===== config.mk =====
export PLATFORM = sky130hd
export DESIGN_NAME = fetch_ctrl
export DESIGN_NICKNAME = d
export VERILOG_FILES = /design/src/rtl/fetch_pkg.sv /design/src/rtl/fetch_ctrl.sv
export SDC_FILE = /design/constraint.sdc
export NUM_CORES = 1
export LEC_CHECK = 0
export CORE_AREA = 3 3 260 262
export DETAILED_ROUTE_END_ITERATION = 16
export DIE_AREA = 0 0 263 265
export PLACE_DENSITY_LB_ADDON = 0.05
export REMOVE_ABC_BUFFERS = 1
export SLEW_MARGIN = 20
export SYNTH_ARGS = -nofsm -noshare
export SYNTH_HDL_FRONTEND = slang
export SYNTH_SLANG_ARGS = --single-unit

===== constraint.sdc =====
create_clock -name clk -period 1.75 [get_ports clk]
set_input_delay 0.35 -clock clk [delete_from_list [all_inputs] [get_ports clk]]
set_output_delay 0.35 -clock clk [all_outputs]
set_load 0.005 [all_outputs]

===== src/rtl/fetch_pkg.sv =====
// Shared definitions for the fetch-stage sequencer: FSM encoding,
// exception codes and line/physical-address geometry.
package fetch_pkg;

  typedef enum logic [2:0] {
    ST_FETCH = 3'd0,
    ST_WAIT  = 3'd1,
    ST_DROP  = 3'd2,
    ST_FULL  = 3'd3,
    ST_FAULT = 3'd4
  } fetch_state_e;

  localparam logic [1:0] EXC_NONE = 2'b00;
  localparam logic [1:0] EXC_PF   = 2'b01;
  localparam logic [1:0] EXC_PROT = 2'b10;

  localparam int LINE_BYTES = 32;
  localparam int PADDR_W    = 15;

endpackage


===== src/rtl/fetch_ctrl.sv =====
// Fetch-stage sequencer: owns the fetch pointer, drives the TLB lookup,
// issues one I-cache line request at a time and buffers the returned line
// for decode. Redirects may arrive in any state and squash in-flight work.
//
// state    | meaning
// ---------+-------------------------------------------------------------
// ST_FETCH | lookup active; issue line request or record a fetch fault
// ST_WAIT  | one request outstanding, its line will be buffered
// ST_DROP  | one request outstanding, its line is stale and discarded
// ST_FULL  | line buffer valid, waiting for decode to accept it
// ST_FAULT | fetch exception pending, held until a redirect
module fetch_ctrl
  import fetch_pkg::*;
#(
  parameter logic [31:0] RESET_EIP = 32'h0000_0000,
  parameter int          LINE_W    = 256,
  parameter int          PADDR_W   = fetch_pkg::PADDR_W
) (
  input  logic               clk,
  input  logic               rst,
  input  logic               redirect_valid,
  input  logic [31:0]        redirect_eip,
  output logic               f_ren,
  output logic [31:0]        f_address,
  input  logic [2:0]         f_PFN,
  input  logic               ic_prot_exp,
  input  logic               ic_page_fault,
  output logic               ic_req,
  output logic [PADDR_W-1:0] ic_paddr,
  input  logic               ic_rdy,
  input  logic [LINE_W-1:0]  ic_line,
  output logic               out_valid,
  output logic [LINE_W-1:0]  out_line,
  output logic [31:0]        out_eip,
  input  logic               dec_ready,
  output logic               exc_valid,
  output logic [1:0]         exc_code,
  output logic [31:0]        exc_eip
);

  localparam int OFF_W = $clog2(LINE_BYTES);

  fetch_state_e r_state;
  fetch_state_e w_state_nxt;

  logic [31:0]       r_eip;
  logic              r_out_valid;
  logic [LINE_W-1:0] r_out_line;
  logic [31:0]       r_out_eip;
  logic              r_exc_valid;
  logic [1:0]        r_exc_code;
  logic [31:0]       r_exc_eip;

  logic              w_f_ren;
  logic              w_ic_req;
  logic              w_load;
  logic              w_take_fault;
  logic              w_consume;
  logic [31:0]       w_eip_next_line;

  // Next line start: bump the line index and clear the byte offset; wraps.
  assign w_eip_next_line = {r_eip[31:OFF_W] + (32-OFF_W)'(1), {OFF_W{1'b0}}};

  // State register.
  always_ff @(posedge clk) begin
    if (rst) r_state <= ST_FETCH;
    else     r_state <= w_state_nxt;
  end

  // Next-state and per-cycle control strobes; redirect dominates everywhere.
  always_comb begin
    w_state_nxt  = r_state;
    w_f_ren      = 1'b0;
    w_ic_req     = 1'b0;
    w_load       = 1'b0;
    w_take_fault = 1'b0;
    w_consume    = 1'b0;
    case (r_state)
      ST_FETCH: begin
        w_f_ren = 1'b1;
        if (redirect_valid) begin
          w_state_nxt = ST_FETCH;
        end else if (ic_prot_exp || ic_page_fault) begin
          w_take_fault = 1'b1;
          w_state_nxt  = ST_FAULT;
        end else begin
          w_ic_req    = 1'b1;
          w_state_nxt = ST_WAIT;
        end
      end
      ST_WAIT: begin
        if (redirect_valid) begin
          // A response landing with the redirect is simply dropped here.
          w_state_nxt = ic_rdy ? ST_FETCH : ST_DROP;
        end else if (ic_rdy) begin
          w_load      = 1'b1;
          w_state_nxt = ST_FULL;
        end
      end
      ST_DROP: begin
        // Stay until the stale response retires, even across redirects.
        if (ic_rdy) w_state_nxt = ST_FETCH;
      end
      ST_FULL: begin
        if (redirect_valid) begin
          w_state_nxt = ST_FETCH;
        end else if (dec_ready) begin
          w_consume   = 1'b1;
          w_state_nxt = ST_FETCH;
        end
      end
      ST_FAULT: begin
        if (redirect_valid) w_state_nxt = ST_FETCH;
      end
      default: w_state_nxt = ST_FETCH;
    endcase
  end

  // Fetch pointer, line buffer and sticky exception registers.
  always_ff @(posedge clk) begin
    if (rst) begin
      r_eip       <= RESET_EIP;
      r_out_valid <= 1'b0;
      r_out_line  <= '0;
      r_out_eip   <= '0;
      r_exc_valid <= 1'b0;
      r_exc_code  <= EXC_NONE;
      r_exc_eip   <= '0;
    end else if (redirect_valid) begin
      r_eip       <= redirect_eip;
      r_out_valid <= 1'b0;
      r_exc_valid <= 1'b0;
      r_exc_code  <= EXC_NONE;
    end else begin
      if (w_load) begin
        r_out_line  <= ic_line;
        r_out_eip   <= r_eip;
        r_out_valid <= 1'b1;
        r_eip       <= w_eip_next_line;
      end
      if (w_consume) r_out_valid <= 1'b0;
      if (w_take_fault) begin
        r_exc_valid <= 1'b1;
        r_exc_code  <= ic_prot_exp ? EXC_PROT : EXC_PF;
        r_exc_eip   <= r_eip;
      end
    end
  end

  // Lookup and request strobes are held low while reset is asserted.
  assign f_ren     = w_f_ren & ~rst;
  assign ic_req    = w_ic_req & ~rst;
  assign f_address = r_eip;
  assign ic_paddr  = {f_PFN, r_eip[11:OFF_W], {OFF_W{1'b0}}};

  assign out_valid = r_out_valid;
  assign out_line  = r_out_line;
  assign out_eip   = r_out_eip;
  assign exc_valid = r_exc_valid;
  assign exc_code  = r_exc_code;
  assign exc_eip   = r_exc_eip;

endmodule


### Word level (Yosys, flattened, before mapping)

Index checks and enable logic that the tools add are counted.

| storage, ports and cells | value |
|---|---|
| flip-flop bits (word level) | 359 |
| input port bits | 298 |
| output and inout bits | 373 |
| word-level logic and storage cells | 55 |

| cells by class | value |
|---|---|
| add/sub/neg operators | 1 |
| eq/ne operators | 8 |
| mux-type cells | 26 |
| bitwise gates (word level) | 4 |
| reductions and logical operators | 8 |

Operators with widths:

| operator | number |
|---|---|
| 2-to-1 mux 32 bit | 2 |
| adder 27 x 1 -> 27 bit (second input constant) | 1 |
| 2-to-1 mux 3 bit | 8 |
| one-hot mux 3 bit (5 select lines) | 1 |
| 2-to-1 mux 1 bit | 13 |
| equality test 3 x 2 -> 1 bit (second input constant) | 2 |
| inequality test 3 bit (second input constant) | 2 |
| 2-to-1 mux 2 bit | 2 |
| inequality test 2 bit (second input constant) | 2 |
| AND reduction 2 bit | 2 |
| AND reduction 4 bit | 1 |
| equality test 3 x 1 -> 1 bit (second input constant) | 1 |
| equality test 3 bit (second input constant) | 1 |
| zero test 3 bit | 1 |
| OR reduction 3 bit | 1 |
| bitwise AND 1 bit | 2 |
| NOT 1 bit | 2 |
| nonzero test 2 bit | 1 |
| OR reduction 2 bit | 1 |
| logical OR 1 bit | 1 |

### Logic depth before layout (Yosys ltp)

Gate-level depths: netlist (run 1).

| logic depth | value |
|---|---|
| word-level depth | 5 |
| depth in mapped cells | 8 |
| mapped depth without buffers | 6 |

### Worst setup path after synthesis (run 1)

OpenSTA, ideal clock, no wires.

| timing path | value |
|---|---|
| kind | reg-to-reg |
| start | register r_eip[8] (netlist: f_address[8]) |
| end | register r_eip[18] (netlist: f_address[18]) |
| data arrival time | 1.756 ns |
| required time | 1.659 ns |
| setup slack | -0.097 ns |
| cell stages (with the launch flop) | 5 |
| buffers on the path | 0 |
| path through | dfxtp_1 -> nand3_1 -> or4_4 -> or3_1 -> a311oi_1 |

| on the way | value |
|---|---|
| cells in the longest elaborated chain, start to end | 3 |

RTL lines:

| what | RTL line | text |
|---|---|---|
| from (decl) | fetch_ctrl.sv:46 | `logic [31:0] r_eip;` |
| from (signal assigned) | fetch_ctrl.sv:130 | `r_eip <= redirect_eip;` |
| from (signal assigned) | fetch_ctrl.sv:139 | `r_eip <= w_eip_next_line;` |
| adder 27 x 1 -> 27 bit | fetch_ctrl.sv:62 | `assign w_eip_next_line = {r_eip[31:OFF_W] + (32-OFF_W)'(1), {OFF_W{1'b0}}};` |
| 2-to-1 mux 32 bit | fetch_ctrl.sv:135 | `if (w_load) begin` |
| 2-to-1 mux 32 bit | fetch_ctrl.sv:129 | `end else if (redirect_valid) begin` |

Every way passes these cells. The select of a mux whose other input is x is not followed.
A chain may end at the register's enable or synchronous reset.

### Final worst setup path (run 1)

| timing path | value |
|---|---|
| start | register r_state[1] |
| end | register r_exc_eip[12] (netlist: exc_eip[12]) |

| on the way | value |
|---|---|
| cells in the longest elaborated chain, start to end | 3 |

RTL lines:

| what | RTL line | text |
|---|---|---|
| from (decl) | fetch_ctrl.sv:43 | `fetch_state_e r_state;` |
| from (signal assigned) | fetch_ctrl.sv:67 | `else r_state <= w_state_nxt;` |
| zero test 3 bit | fetch_ctrl.sv:78 | `case (r_state)` |
| 2-to-1 mux 1 bit | fetch_ctrl.sv:78 |  |
| AND reduction 2 bit (no source line) | - |  |
| to (signal assigned) | fetch_ctrl.sv:145 | `r_exc_eip <= r_eip;` |
| to (decl) | fetch_ctrl.sv:52 | `logic [31:0] r_exc_eip;` |

Every way passes these cells.

==> results of run 1 <==
worst min-delay path by stage:
stage	end	slack [ps]
4_1_cts	out_line[176]	260
3_3_place_gp	out_line[255]	440
5_1_grt	out_line[33]	290
3_5_place_dp	out_line[178]	450
2_1_floorplan	exc_eip[0]	420
6_report	exc_code[0]	310
layer usage:
metal	vias to the layer above	share of wire [%]	global-route usage [%]
met2	445	50	33.7
li1	7056	-	-
met4	8	1.9	5.57
met5	-	0.079	0
met1	7000	41	23.5
met3	71	7.1	6.45
what timing repair did:
| action | CTS | global route |
|---|---|---|
| cloned | 32 | 32 |
| setup buffers | 44 | 21 |
| setup endpoints to repair | 691 | 381 |
| gates resized for setup | 494 | 445 |
| pin swaps | 25 | 200 |
cell usage after synthesis, drive strengths merged, types with 2 or more instances:
| master | n |
|---|---|
| nand3b | 2 |
| buf | 29 |
| a31oi | 4 |
| o22ai | 3 |
| nand4 | 11 |
| nor2 | 30 |
| xor2 | 14 |
| and2 | 2 |
| xnor2 | 8 |
| inv | 4 |
| or4 | 3 |
| a21oi | 340 |
| a211oi | 11 |
| nor4 | 7 |
| or3 | 4 |
| clkbuf | 111 |
| o21ai | 7 |
| nand2 | 678 |
| nor3 | 5 |
| and3 | 5 |
| nand3 | 15 |
| dfxtp | 359 |
cells in the final DEF, fill, tap and decap left out, drive strengths merged, types with 2 or more instances in the layout:
cell type      synthesis  routed
dfxtp                359     359
a31oi                  4       4
nand3b                 2       2
nor3                   5       5
diode                  0       8
conb                   1       5
nor4                   7       7
and3                   5       5
inv                    4       4
nand4                 11      11
clkbuf               111      98
dlygate4sd2            0     336
and2                   2       2
xor2                  14      14
buf                   29     199
nand2                678     678
or3                    4       4
o21ai                  7       7
a21oi                340     340
a211oi                11      11
clkdlybuf4s15          0       3
clkinv                 1       6
clkdlybuf4s50          0     317
nand3                 15      15
nor2                  30      30
o22ai                  3       3
or4                    3       3
xnor2                  8       8
flip-flops by register name, summed over array words and instances, names as in the netlist:
name	flops
exc_code	2
exc_eip	32
exc_valid	1
f_address	32
out_eip	32
out_line	256
out_valid	1
r_state	3
report_power, final:
group	total [W]	switching (W)	internal, W
Clock	0.00890	0.00376	0.00514
Sequential	0.00838	0.0000838	0.00830
Combinational	0.00201	0.000858	0.00115
Total	0.0193	0.00471	0.0146
per-stage QoR:
step	instances	utilization (%)
after floorplan	1533	-
after global placement	3169	32.4
after detailed placement	3169	32.4
after CTS	3321	36.6
after global routing	3363	40.0
final	3363	40.0
critical path: cells and delay by family (launching register included):
family	cells	cell delay, ps
simple gates	3	860
flops	1	350
buf+inv	4	570
compound gates	1	60
layout make-up:
cell class	instances	share of cell area, %
repair buffers	881	37.3
flip-flops and latches	359	27.6
multi-input cells	1169	25.7
clock buffers	72	5.03
well taps	864	4.12
clock inverters	5	0.181
diodes	8	0.0763
inverters	5	0.0716
cells by family (layout without fill, tap and decap cells):
family	count (synthesis)	after routing	synth area share (%)
fa+ha+maj	1	1	0.0963
simple gates	769	769	23.6
other cells	1	13	0.0289
xor+xnor	22	22	1.48
buf+inv	145	963	4.69
mux	1	1	0.0770
flops	359	359	55.3
compound gates	371	371	14.7
==> metrics.cfg, run 1 <==
[run_status]
status = finished with violations
violations = setup timing

[hold_path]
hold_class = in -> reg
worstHoldStart = rst
hold_depth = 4

[worst_setup_path]
crit_path_end_kind = flop
crit_type = reg -> reg
rr_worst_depth = 8
worst_ep_arrival_time_ps = 2430
cp_cell_sequence = or3_4 -> buf_6 -> buf_4 -> or3_4 -> buf_12 -> buf_12 -> nand2_1 -> a21oi_1
worst_r2r_startpoint = r_state[1]
slowest_delay_ps = 400
worstPathMaxFanout = 11
cp.required_ps = 2190
crit_path_start_kind = flop
regToRegEndpoint = exc_eip[12]
cp-endpoint = exc_eip[12]
cp-startpoint = r_state[1]
rrSetupSlack_ps = -250
critPathSlowestCell = or3_4

[clocking]
cts-root-buf = clkbuf_16
numCtsBuffers = 46
h-tree-depth = 2
cts_tree = done
ctsHoldBuffers = 0
worstSkewPairLatency_ps = 590
max-clock-path-buffers = 3
cts.sink_count = 359
clk_pin_slew_ps = 60

[finish]
seq_area_um2 = 7230
multi_input_area_um2 = 6740
fillCellCount = 6725
design_area_um2 = 26200
drive_above_1_share_pct = 25.1
nets = 2761
syn_to_final_growth_pct = 102

[timing]
setup_viol = 348
hold_viol_final = 0
maxSlewViolCount = 0
setup-tns-final_ps = -40290
post-route-period-util_pct = 114
setup_ws_ps = -247
rsz0062_at_grt = true
fmax_ghz = 0.501
period_minus_slack_ps = 2000
fin_hold_ws_ps = 313
finalClockSkew_ps = 19.6

[place]
gp_congestion = 0.805
portBuffers = 659
dpl_worst_slack_ps = -625
dpl-instance-area_um2 = 21300
hpwl_mm = 49.7

[global_routing]
overflow = 0
grt_pass1_wl_mm = 102
grt_use_total_pct = 19.6
grt_pass1_vias = 13900
grt_max_degree = 85
antenna_found_initial = 13

[synthesis]
synth.yosys.seq_area_share_pct = 55.3
synth_seq_cells = 359
synthCells = 1669
synthTopCellsByArea = dfxtp_1 55%, nand2_1 20%, a21oi_1 13%, clkbuf_1 3.2%, xor2_1 0.94%
yosys.area.top_type = dfxtp_1
synth-main-ff-cell = dfxtp_1
syn_area_um2 = 13000
synthArstFlopShare_pct = 0
synth_top_area_share_pct = 55.3
yosysWarnings = 0
yosysUniqueCellTypes = 43
synth_edf_count = 0
syn_avg_cell_area_um2 = 7.79

[pwr]
ir_worst_vdd_mv = 0.670
leakagePower_nw = 11.1
power_w = 0.0193
pwr_density_cell_nw_per_um2 = 736

[routing]
post_drt_wl_per_cell_um = 22.6
drtIter0Drc = 632
wl_mm = 75.9
remaining_drc_errors = 0
ant_nets = 0
drtPass1Iterations = 5
vias = 14600
via_per_inst = 4.34

[floorplanning]
ios = 671
row_count = 94
chipHeight_um = 265
floorplan.initialDensity_pct = 19.8
core_um2 = 65600
die_w_um = 263
die-area_um2 = 69700

[flow_run]
drv_cap = 0

(Power assumes the default switching activity.)
==> run 2, diff against run 1 <==
Settings changed: CAP_MARGIN from default to 20.
Clock period 1.75 ns to 2.53 ns, I/O delays scaled along.
==> run 2 against run 1 <==
The flow now finishes without violations. Total power decreased by 28%. Critical path type is now reg -> out. Clock power shrank 22%. Register-to-register slack improved by 630 ps. Non-clock buffer count decreased by 143. Cell area shrank 13%. Global-route usage shrank 1.7 points. Cell count decreased by 4.0%. Routed wire length is 13% lower. Sequential cell count unchanged.
==> metrics.cfg, run 2 (synthesized netlist as in run 1, its figures left out) <==
[hold_path]
hold_depth = 2  ; -2
hold_class = reg -> reg

[worst_setup_path]
regToRegEndpoint = f_address[28]
worst_r2r_startpoint = f_address[17]
cp.required_ps = 2020  ; -170 ps
crit_path_start_kind = flop
worstPathMaxFanout = 7  ; -4
worst_ep_arrival_time_ps = 1910  ; -520 ps
rr_worst_depth = 5  ; -3
rrSetupSlack_ps = 380  ; +630 ps
crit_type = reg -> out
cp-startpoint = r_state[2]
crit_path_end_kind = output pin
cp-endpoint = ic_req

[timing]
slew_headroom_pct = 58.5
setup-tns-final_ps = 0  ; +40290 ps
setup_viol = 0  ; -100%
hold_viol_final = 0  ; unchanged
fmax_ghz = 0.414
fin_hold_ws_ps = 450  ; +138 ps
post-route-period-util_pct = 95.6
tightest_slew_ps = 617
period_minus_slack_ps = 2420
rsz0062_at_grt = false
finalClockSkew_ps = 11.4  ; -8.27 ps
maxSlewViolCount = 0  ; unchanged

[clocking]
cts_tree = done
numCtsBuffers = 46  ; unchanged
cts-root-buf = clkbuf_16
worstSkewPairLatency_ps = 560  ; -30 ps
cts.sink_count = 359  ; unchanged
h-tree-depth = 2  ; unchanged
clk_pin_slew_ps = 60  ; about the same
ctsHoldBuffers = 0  ; unchanged
max-clock-path-buffers = 3  ; unchanged

[global_routing]
grt_max_degree = 72  ; -15%
antenna_found_initial = 16  ; +3
grt_use_total_pct = 17.9  ; -1.7 points
grt_pass1_wl_mm = 94.0  ; -7.7%
overflow = 0  ; unchanged
grt_pass1_vias = 13300  ; -4.2%

[routing]
drtIter0Drc = 722  ; +14%
post_drt_wl_per_cell_um = 20.3  ; -9.8%
vias = 13500  ; -7.3%
wl_mm = 65.7  ; -13%
remaining_drc_errors = 0  ; unchanged
via_per_inst = 4.19  ; -3.4%
ant_nets = 0  ; unchanged
drtPass1Iterations = 7  ; +2

[finish]
seq_area_um2 = 7190  ; -0.55%
nets = 2618  ; -5.2%
final_common_cell = nand2_1
design_area_um2 = 22700  ; -13%
syn_to_final_growth_pct = 74.8
mostFrequentLayoutCells = 677 x nand2_1, 656 x clkdlybuf4s50_1, 357 x dfxtp_1
multi_input_area_um2 = 5260  ; -22%
drive_above_1_share_pct = 7.31  ; -18 points
fillCellCount = 6927  ; +3.0%
fin_util_pct = 34.6  ; -5.3 points
largest_reg_flops = 256  ; unchanged

[flow_run]
drv_cap = 0  ; unchanged

[run_status]
status = finished, final reports clean

[floorplanning]
die_w_um = 263  ; unchanged
ios = 671  ; unchanged
floorplan.initialDensity_pct = 19.8  ; unchanged
die-area_um2 = 69700  ; unchanged
row_count = 94  ; unchanged
chipHeight_um = 265  ; unchanged
core_um2 = 65600  ; unchanged

[place]
dpl-instance-area_um2 = 21000  ; -1.0%
hpwl_mm = 49.4  ; -0.58%
portBuffers = 659  ; unchanged
gp_congestion = 0.826  ; +2.6%

[pwr]
leakagePower_nw = 7.63  ; -31%
pwr_density_cell_nw_per_um2 = 612  ; -17%
ir_worst_vdd_mv = 0.514  ; -23%

-- run 2: cell types whose count changed in the layout (fill, tap and decap cells not counted), sizes merged --
cell	before	now
clkdlybuf4s15	3	1
clkdlybuf4s50	317	656
clkinvlp	0	2
bufinv	0	5
inv	4	5
diode	8	11
clkbuf	98	66
buf	199	80
dlymetal6s2s	0	1
clkinv	6	10
dlygate4sd2	336	0
-- run 2: worst max-delay path, stage by stage, from the launching register on --
cell             delay [ps]
dfxtp_2                 360
or3_4                   410
buf_4                   160
nor3_4                  190
clkdlybuf4s15_1         230
-- run 2: per-stage QoR --
step	setup slack (ps)	power, W	cells
final	112	0.0139	3229
after CTS	13.1	0.0142	3218
after floorplan	-8040	0.00613	1533
after global placement	-131	0.00709	3133
after global routing	15.6	0.0145	3226
after detailed placement	-48.5	0.00709	3133
-- run 2: cell type report --
cell class              instances  share of cell area (%)
inverters                       5                  0.0826
well taps                     864                    4.76
multi-input cells            1169                    23.1
repair buffers                738                    33.2
clock buffers                  66                    6.11
diodes                         11                   0.121
flip-flops and latches        359                    31.6
clock inverters                17                   0.980
-- run 2: what timing repair did --
action | 4_1_cts | 5_1_grt
pin swaps | 1 | 0
endpoints found under the setup margin | 2 | 2
buffers inserted | 2 | 0
resized for setup | 7 | 2
cloned | 0 | 0
-- run 2: layer usage --
| layer | up-vias | global-route usage (%) | wire, µm |
|---|---|---|---|
| met5 | - | 0 | 68 |
| met4 | 10 | 5.99 | 1390 |
| met3 | 78 | 6.75 | 5370 |
| met2 | 383 | 30.8 | 32200 |
| met1 | 6305 | 20.6 | 26600 |
| li1 | 6741 | - | - |
-- run 2: worst min-delay path by stage --
stage	from	to	slack [ps]
floorplan	exc_eip[0]	exc_eip[0]	450
global placement	out_eip[5]	out_eip[5]	440
detailed placement	out_line[138]	out_line[138]	450
CTS	rst	exc_valid	430
global route	rst	exc_code[0]	450
finish	out_line[78]	out_line[78]	450
-- run 2: where the power goes --
group	switching, W	total (W)	internal (W)
sequential	0.0000720	0.00581	0.00574
combinational	0.000454	0.00115	0.000694
clock	0.00265	0.00695	0.00431
total	0.00317	0.0139	0.0107
==> RTL edit 1 (config.mk and constraints of run 2) <==
The package constant `LINE_BYTES` goes from 32 to 16.
--- a/src/rtl/fetch_pkg.sv
+++ b/src/rtl/fetch_pkg.sv
@@ -15,5 +15,5 @@
   localparam logic [1:0] EXC_PROT = 2'b10;
 
-  localparam int LINE_BYTES = 32;
+  localparam int LINE_BYTES = 16;
   localparam int PADDR_W    = 15;
 
Function: changed (Yosys sat finds a counterexample within 4 cycles, from zero or initial values and one cycle with rst high).
==> RTL edit 1 against run 2 <==
Global-route usage is essentially flat. Sequential power is essentially flat. Synthesized area grew 2.2%. Non-clock buffer count shrank 7. Die area is the same. Final cell count grew 0.25%. Setup slack gained 0.047 ns. Count of clock-buffer cells in the layout grew 8. Routed wire length grew 0.70%. Sequential cell count is the same. Power shrank 5.0%. Final area shrank 0.57%. Largest power group unchanged. Highest routed layer unchanged.
==> RTL edit 1: results (changes against run 2) <==
<table>
<tr><th>Metric</th><th>Value</th></tr>
<tr><th colspan="2">Status</th></tr>
<tr><td>Outcome</td><td>complete, no violations</td></tr>
<tr><th colspan="2">Routing</th></tr>
<tr><td>Detailed router's first-iteration violation count</td><td>709 (-1.8%)</td></tr>
<tr><td>Wirelength, routed</td><td>66100 um (+0.70%)</td></tr>
<tr><td>Met3 wirelength from detailed routing</td><td>5940 um (+11%)</td></tr>
<tr><td>Met2 wire len</td><td>32300 um (+0.38%)</td></tr>
<tr><td>Met1 Wirelength</td><td>26200 um (-1.8%)</td></tr>
<tr><td>Iteration count of the initial detailed-routing pass</td><td>5 (-2)</td></tr>
<tr><td>Post-DR wirelength/cell</td><td>20.4 um (+0.45%)</td></tr>
<tr><td>Vias per Instance</td><td>4.30 (+2.8%)</td></tr>
<tr><th colspan="2">Global routing</th></tr>
<tr><td>Antenna violations before repair</td><td>15 (-1)</td></tr>
<tr><td>Number of global-route vias before repair</td><td>13500 (+1.6%)</td></tr>
<tr><td>Global router's overall resource usage</td><td>18.0% (+0.049 points)</td></tr>
<tr><td>Largest net degree at the start of global routing</td><td>185 (+160%)</td></tr>
<tr><td>Wire length of the first global-routing pass</td><td>94800 um (+0.84%)</td></tr>
<tr><th colspan="2">Placed design</th></tr>
<tr><td>Placed cell count</td><td>3152 (+0.61%)</td></tr>
<tr><td>Final GP Congestion</td><td>0.799 (-3.3%)</td></tr>
<tr><th colspan="2">Pwr</th></tr>
<tr><td>Switch share</td><td>23.5% (+0.74 points)</td></tr>
<tr><td>Static leakage</td><td>7.47 nW (-2.1%)</td></tr>
<tr><th colspan="2">Min path</th></tr>
<tr><td>Type of the worst min-delay path</td><td>primary input to flop</td></tr>
<tr><th colspan="2">Yosys</th></tr>
<tr><td>Share of synthesized cell area in full adder, half adder and majority cells</td><td>0.0942% (-0.0021 points)</td></tr>
<tr><td>Complex-gate fraction of the synthesized area</td><td>15.6% (+0.94 points)</td></tr>
<tr><td>Most frequent cells after synthesis</td><td>669 x nand2_1, 359 x dfxtp_1, 332 x a21oi_1</td></tr>
<tr><td>Multiplexer area fraction after synthesis</td><td>0% (-0.077 points)</td></tr>
<tr><td>Xor and xnor area share after synthesis</td><td>0.660% (-0.82 points)</td></tr>
<tr><td>Mean Syn Cell Area</td><td>7.81 um2 (+0.33%)</td></tr>
<tr><td>Synth area leaders</td><td>dfxtp_1 54%, nand2_1 19%, a21oi_1 13%</td></tr>
<tr><th colspan="2">STA</th></tr>
<tr><td>Worst Max-Slew Pin Slew</td><td>1.17 ns (+0.553 ns)</td></tr>
<tr><td>Final clock skew</td><td>0.0137 ns (+0.00237 ns)</td></tr>
<tr><th colspan="2">Setup path</th></tr>
<tr><td>Worst endpoint data arrival time</td><td>1.87 ns (-0.04 ns)</td></tr>
<tr><td>Crit-path max FO</td><td>10 (+3)</td></tr>
<tr><th colspan="2">Final layout</th></tr>
<tr><td>Count of nets after finishing</td><td>2635 (+0.65%)</td></tr>
</table>
-- RTL edit 1: changes by cell type after synthesis, sizes merged, moves of 6 or more --
cell	delta
buf	+18
clkbuf	-12
nand2	-9
xor2	-9
a21oi	-8
o311ai	+7
o211ai	+6
-- RTL edit 1: path summary, 6_finish.rpt --
kind | start | endpoint | slack (ns) | depth (start not counted)
setup / recovery | r_state[1] | f_ren | 0.16 | 2
hold / removal | rst | f_address[24] | 0.29 | 2
hold reg to reg | out_line[103] | out_line[103] | 0.45 | 2
setup reg to reg | r_state[1] | out_line[145] | 0.54 | 5
-- RTL edit 1: cells by family (layout without fill, tap and decap cells) --
| kind of cell | Yosys count | count (layout) |
|---|---|---|
| compound gates | 385 | 385 |
| xor+xnor | 10 | 10 |
| fa+ha+maj | 1 | 1 |
| buf+inv | 154 | 818 |
| flops | 359 | 359 |
| other cells | 1 | 10 |
| simple gates | 790 | 790 |
-- RTL edit 1: area by class of cell --
cell class	count	area, um2	area share, %
repair buffers	731	7400	32.8
flip-flops and latches	359	7190	31.8
multi-input cells	1190	5470	24.2
clock buffers	74	1370	6.05
well taps	864	1080	4.79
clock inverters	5	36.3	0.161
inverters	8	30.0	0.133
diodes	6	15.0	0.0665
-- RTL edit 1: through the flow --
| stage | setup TNS [ns] | hold WS (ns) | total power [W] | cell area, um2 |
|---|---|---|---|---|
| floorplan | -2312.08 | 0.447 | 0.00615 | 12600 |
| global placement | -0.117 | 0.441 | 0.00712 | 21200 |
| detailed placement | -0.112 | 0.446 | 0.00713 | 21200 |
| CTS | 0 | 0.252 | 0.0135 | 22600 |
| global route | 0 | 0.276 | 0.0138 | 22600 |
| finish | 0 | 0.292 | 0.0132 | 22600 |
-- RTL edit 1: power groups by stage --
| stage | registers (W) | logic, W | clock network [W] |
|---|---|---|---|
| floorplan | 0.00595 | 0.000203 | 0 |
| global placement | 0.00594 | 0.00118 | 0 |
| detailed placement | 0.00594 | 0.00118 | 0 |
| CTS | 0.00582 | 0.00120 | 0.00650 |
| global route | 0.00583 | 0.00127 | 0.00671 |
| finish | 0.00582 | 0.00118 | 0.00622 |
-- RTL edit 1: worst max-delay path: stages, from the launching register on --
cell and delay [ns]:
dfxtp_2 0.38, nor4_1 0.34, clkdlybuf4s50_1 0.59
-- RTL edit 1: routing by layer --
metal	track usage, %	up-vias
met5	0	-
met4	5.30	18
met3	7.27	96
met2	30.7	428
met1	20.7	6488
li1	-	6895
==> RTL edit 2 (flow settings as in run 2) <==
Made on the original files. The 5 states of `fetch_state_e` get a Gray code encoding in 3 bits.
--- a/src/rtl/fetch_pkg.sv
+++ b/src/rtl/fetch_pkg.sv
@@ -4,9 +4,9 @@
 
   typedef enum logic [2:0] {
-    ST_FETCH = 3'd0,
-    ST_WAIT  = 3'd1,
-    ST_DROP  = 3'd2,
-    ST_FULL  = 3'd3,
-    ST_FAULT = 3'd4
+    ST_FETCH = 3'b000,
+    ST_WAIT  = 3'b001,
+    ST_DROP  = 3'b011,
+    ST_FULL  = 3'b010,
+    ST_FAULT = 3'b110
   } fetch_state_e;
 
Formal check against the unedited RTL: same outputs for any inputs over 4 cycles, from zero or initial values and one cycle with rst high; so few cycles prove little.
==> RTL edit 2 against run 2 <==
Sequential cell count did not move. Routed wire length shrank 1.8%. Setup slack better by 0.072 ns. Power shrank 1.4%. Global-route usage fell by 0.45 points. Die area did not move. Synthesized area grew 0.89%. Final area decreased by 0.21%. Register-to-register slack got worse by 0.20 ns. Critical path type is now flop to flop.
==> RTL edit 2: results (changes against run 2) <==
<table>
<tr><th>Metric</th><th>Value</th></tr>
<tr><th colspan="2">Global routing</th></tr>
<tr><td>Wire length of the first global-routing pass</td><td>92200 um (-1.8%)</td></tr>
<tr><td>Number of global-route vias before repair</td><td>13100 (-1.1%)</td></tr>
<tr><td>Antenna violations before repair</td><td>10 (-6)</td></tr>
<tr><td>Global router's overall resource usage</td><td>17.5% (-0.45 points)</td></tr>
<tr><th colspan="2">Status</th></tr>
<tr><td>Outcome</td><td>complete, no violations</td></tr>
<tr><th colspan="2">Routing</th></tr>
<tr><td>Detailed router's first-iteration violation count</td><td>670 (-7.2%)</td></tr>
<tr><td>Total vias in the final route</td><td>13700 (+1.2%)</td></tr>
<tr><td>Iteration count of the initial detailed-routing pass</td><td>5 (-2)</td></tr>
<tr><td>Post-DR wirelength/cell</td><td>19.9 um (-2.3%)</td></tr>
<tr><th colspan="2">STA</th></tr>
<tr><td>Worst Max-Slew Pin Slew</td><td>1.06 ns (+0.448 ns)</td></tr>
<tr><th colspan="2">Setup path</th></tr>
<tr><td>RR Startpoint</td><td>f_address[10]</td></tr>
<tr><td>Logic depth of the worst register-to-register path</td><td>4 (-1)</td></tr>
<tr><td>Critical register-to-register path endpoint</td><td>f_address[31]</td></tr>
<tr><td>Worst endpoint data arrival time</td><td>2.81 ns (+0.90 ns)</td></tr>
<tr><td>Capture point of the worst path</td><td>f_address[31]</td></tr>
<tr><td>Crit-path max FO</td><td>5 (-2)</td></tr>
<tr><td>Slack of the worst reg-to-reg path</td><td>0.18 ns (-0.20 ns)</td></tr>
<tr><th colspan="2">Clock network</th></tr>
<tr><td>Clock Latency Late Sink</td><td>0.58 ns (+0.02 ns)</td></tr>
<tr><td>CTS Buf Count</td><td>47 (+2.2%)</td></tr>
<tr><th colspan="2">Yosys</th></tr>
<tr><td>Complex-gate fraction of the synthesized area</td><td>15.6% (+0.89 points)</td></tr>
<tr><td>Most frequent cells after synthesis</td><td>669 x nand2_1, 359 x dfxtp_1, 337 x a21oi_1</td></tr>
<tr><td>Synth area leaders</td><td>dfxtp_1 55%, nand2_1 19%, a21oi_1 13%</td></tr>
<tr><td>Multiplexer area fraction after synthesis</td><td>0% (-0.077 points)</td></tr>
<tr><th colspan="2">Placed design</th></tr>
<tr><td>Final GP Congestion</td><td>0.797 (-3.5%)</td></tr>
<tr><td>Cell area after placement</td><td>21100 um2 (+0.20%)</td></tr>
<tr><td>HPWL Detailed</td><td>47900 um (-3.1%)</td></tr>
<tr><th colspan="2">Min path</th></tr>
<tr><td>Type of the worst min-delay path</td><td>primary input to flop</td></tr>
<tr><th colspan="2">Final layout</th></tr>
<tr><td>Count of nets after finishing</td><td>2637 (+0.73%)</td></tr>
<tr><td>Fraction of layout instances using a drive strength above 1</td><td>7.00% (-0.31 points)</td></tr>
</table>
RTL edit 2: cell count changes after synthesis, sizes merged, moves of 4 or more:
cell and change:
a311oi +8, buf -8, clkbuf +12, nand2 -9, nand2b +7, o21ai -4
o31ai +6, or3 +5, or4 +6, xor2 -9
RTL edit 2: layer usage:
| layer | part of all wire [%] | global-route usage (%) | vias to the layer above |
|---|---|---|---|
| met4 | 1.5 | 4.49 | 6 |
| li1 | - | - | 6838 |
| met5 | 0.051 | 0 | - |
| met3 | 8.0 | 6.32 | 63 |
| met1 | 41 | 20.6 | 6373 |
| met2 | 50 | 30.2 | 394 |
RTL edit 2: area by class of cell:
| class | instances | area, um2 |
|---|---|---|
| Tap cell | 864 | 1080 |
| Fill cell | 6859 | 43000 |
| Antenna cell | 7 | 17.5 |
| Clock inverter | 8 | 108 |
| Multi-Input combinational cell | 1181 | 5350 |
| Sequential cell | 359 | 7190 |
| Clock buffer | 75 | 1450 |
| Timing Repair Buffer | 744 | 7460 |
| Inverter | 5 | 18.8 |
RTL edit 2: metrics by stage:
stage	hold slack (ns)	std cells	setup WS (ns)	utilization, %	total power [W]
after floorplan	0.447	1545	-8.31	-	0.00616
after global placement	0.441	3153	-0.183	32.1	0.00713
after detailed placement	0.446	3153	-0.209	32.1	0.00713
after CTS	0.392	3236	0.135	34.5	0.0140
after global routing	0.428	3243	0.108	34.5	0.0143
final	0.433	3243	0.184	34.5	0.0137
RTL edit 2: power by group through the flow:
stage          Clock, W  Combinational [W]  Sequential (W)
3_5_place_dp          0            0.00120         0.00593
2_1_floorplan         0           0.000210         0.00595
3_3_place_gp          0            0.00120         0.00592
5_1_grt         0.00723            0.00129         0.00581
4_1_cts         0.00702            0.00121         0.00580
6_report        0.00672            0.00119         0.00580
RTL edit 2: worst min-delay path by stage:
| stage | endpoint | start | cells after the start | slack [ns] |
|---|---|---|---|---|
| finish | exc_code[0] | rst | 4 | 0.43 |
| global route | exc_valid | rst | 4 | 0.43 |
| CTS | exc_code[0] | rst | 4 | 0.39 |
| detailed placement | out_line[145] | out_line[145] | 2 | 0.45 |
| global placement | out_line[12] | out_line[12] | 2 | 0.44 |
| floorplan | exc_eip[0] | exc_eip[0] | 2 | 0.45 |
RTL edit 2: cell families after synthesis:
| kind of cell | after synthesis |
|---|---|
| simple gates | 782 |
| compound gates | 382 |
| flops | 359 |
| buf+inv | 149 |
| xor+xnor | 11 |
| fa+ha+maj | 1 |
| other cells | 1 |
RTL edit 2: worst max-delay path: stages (launching register included):
cell and delay [ns]:
dfxtp_1 0.51, nand2_1 0.23, or4_1 0.69, or4_1 0.54, a311oi_1 0.27
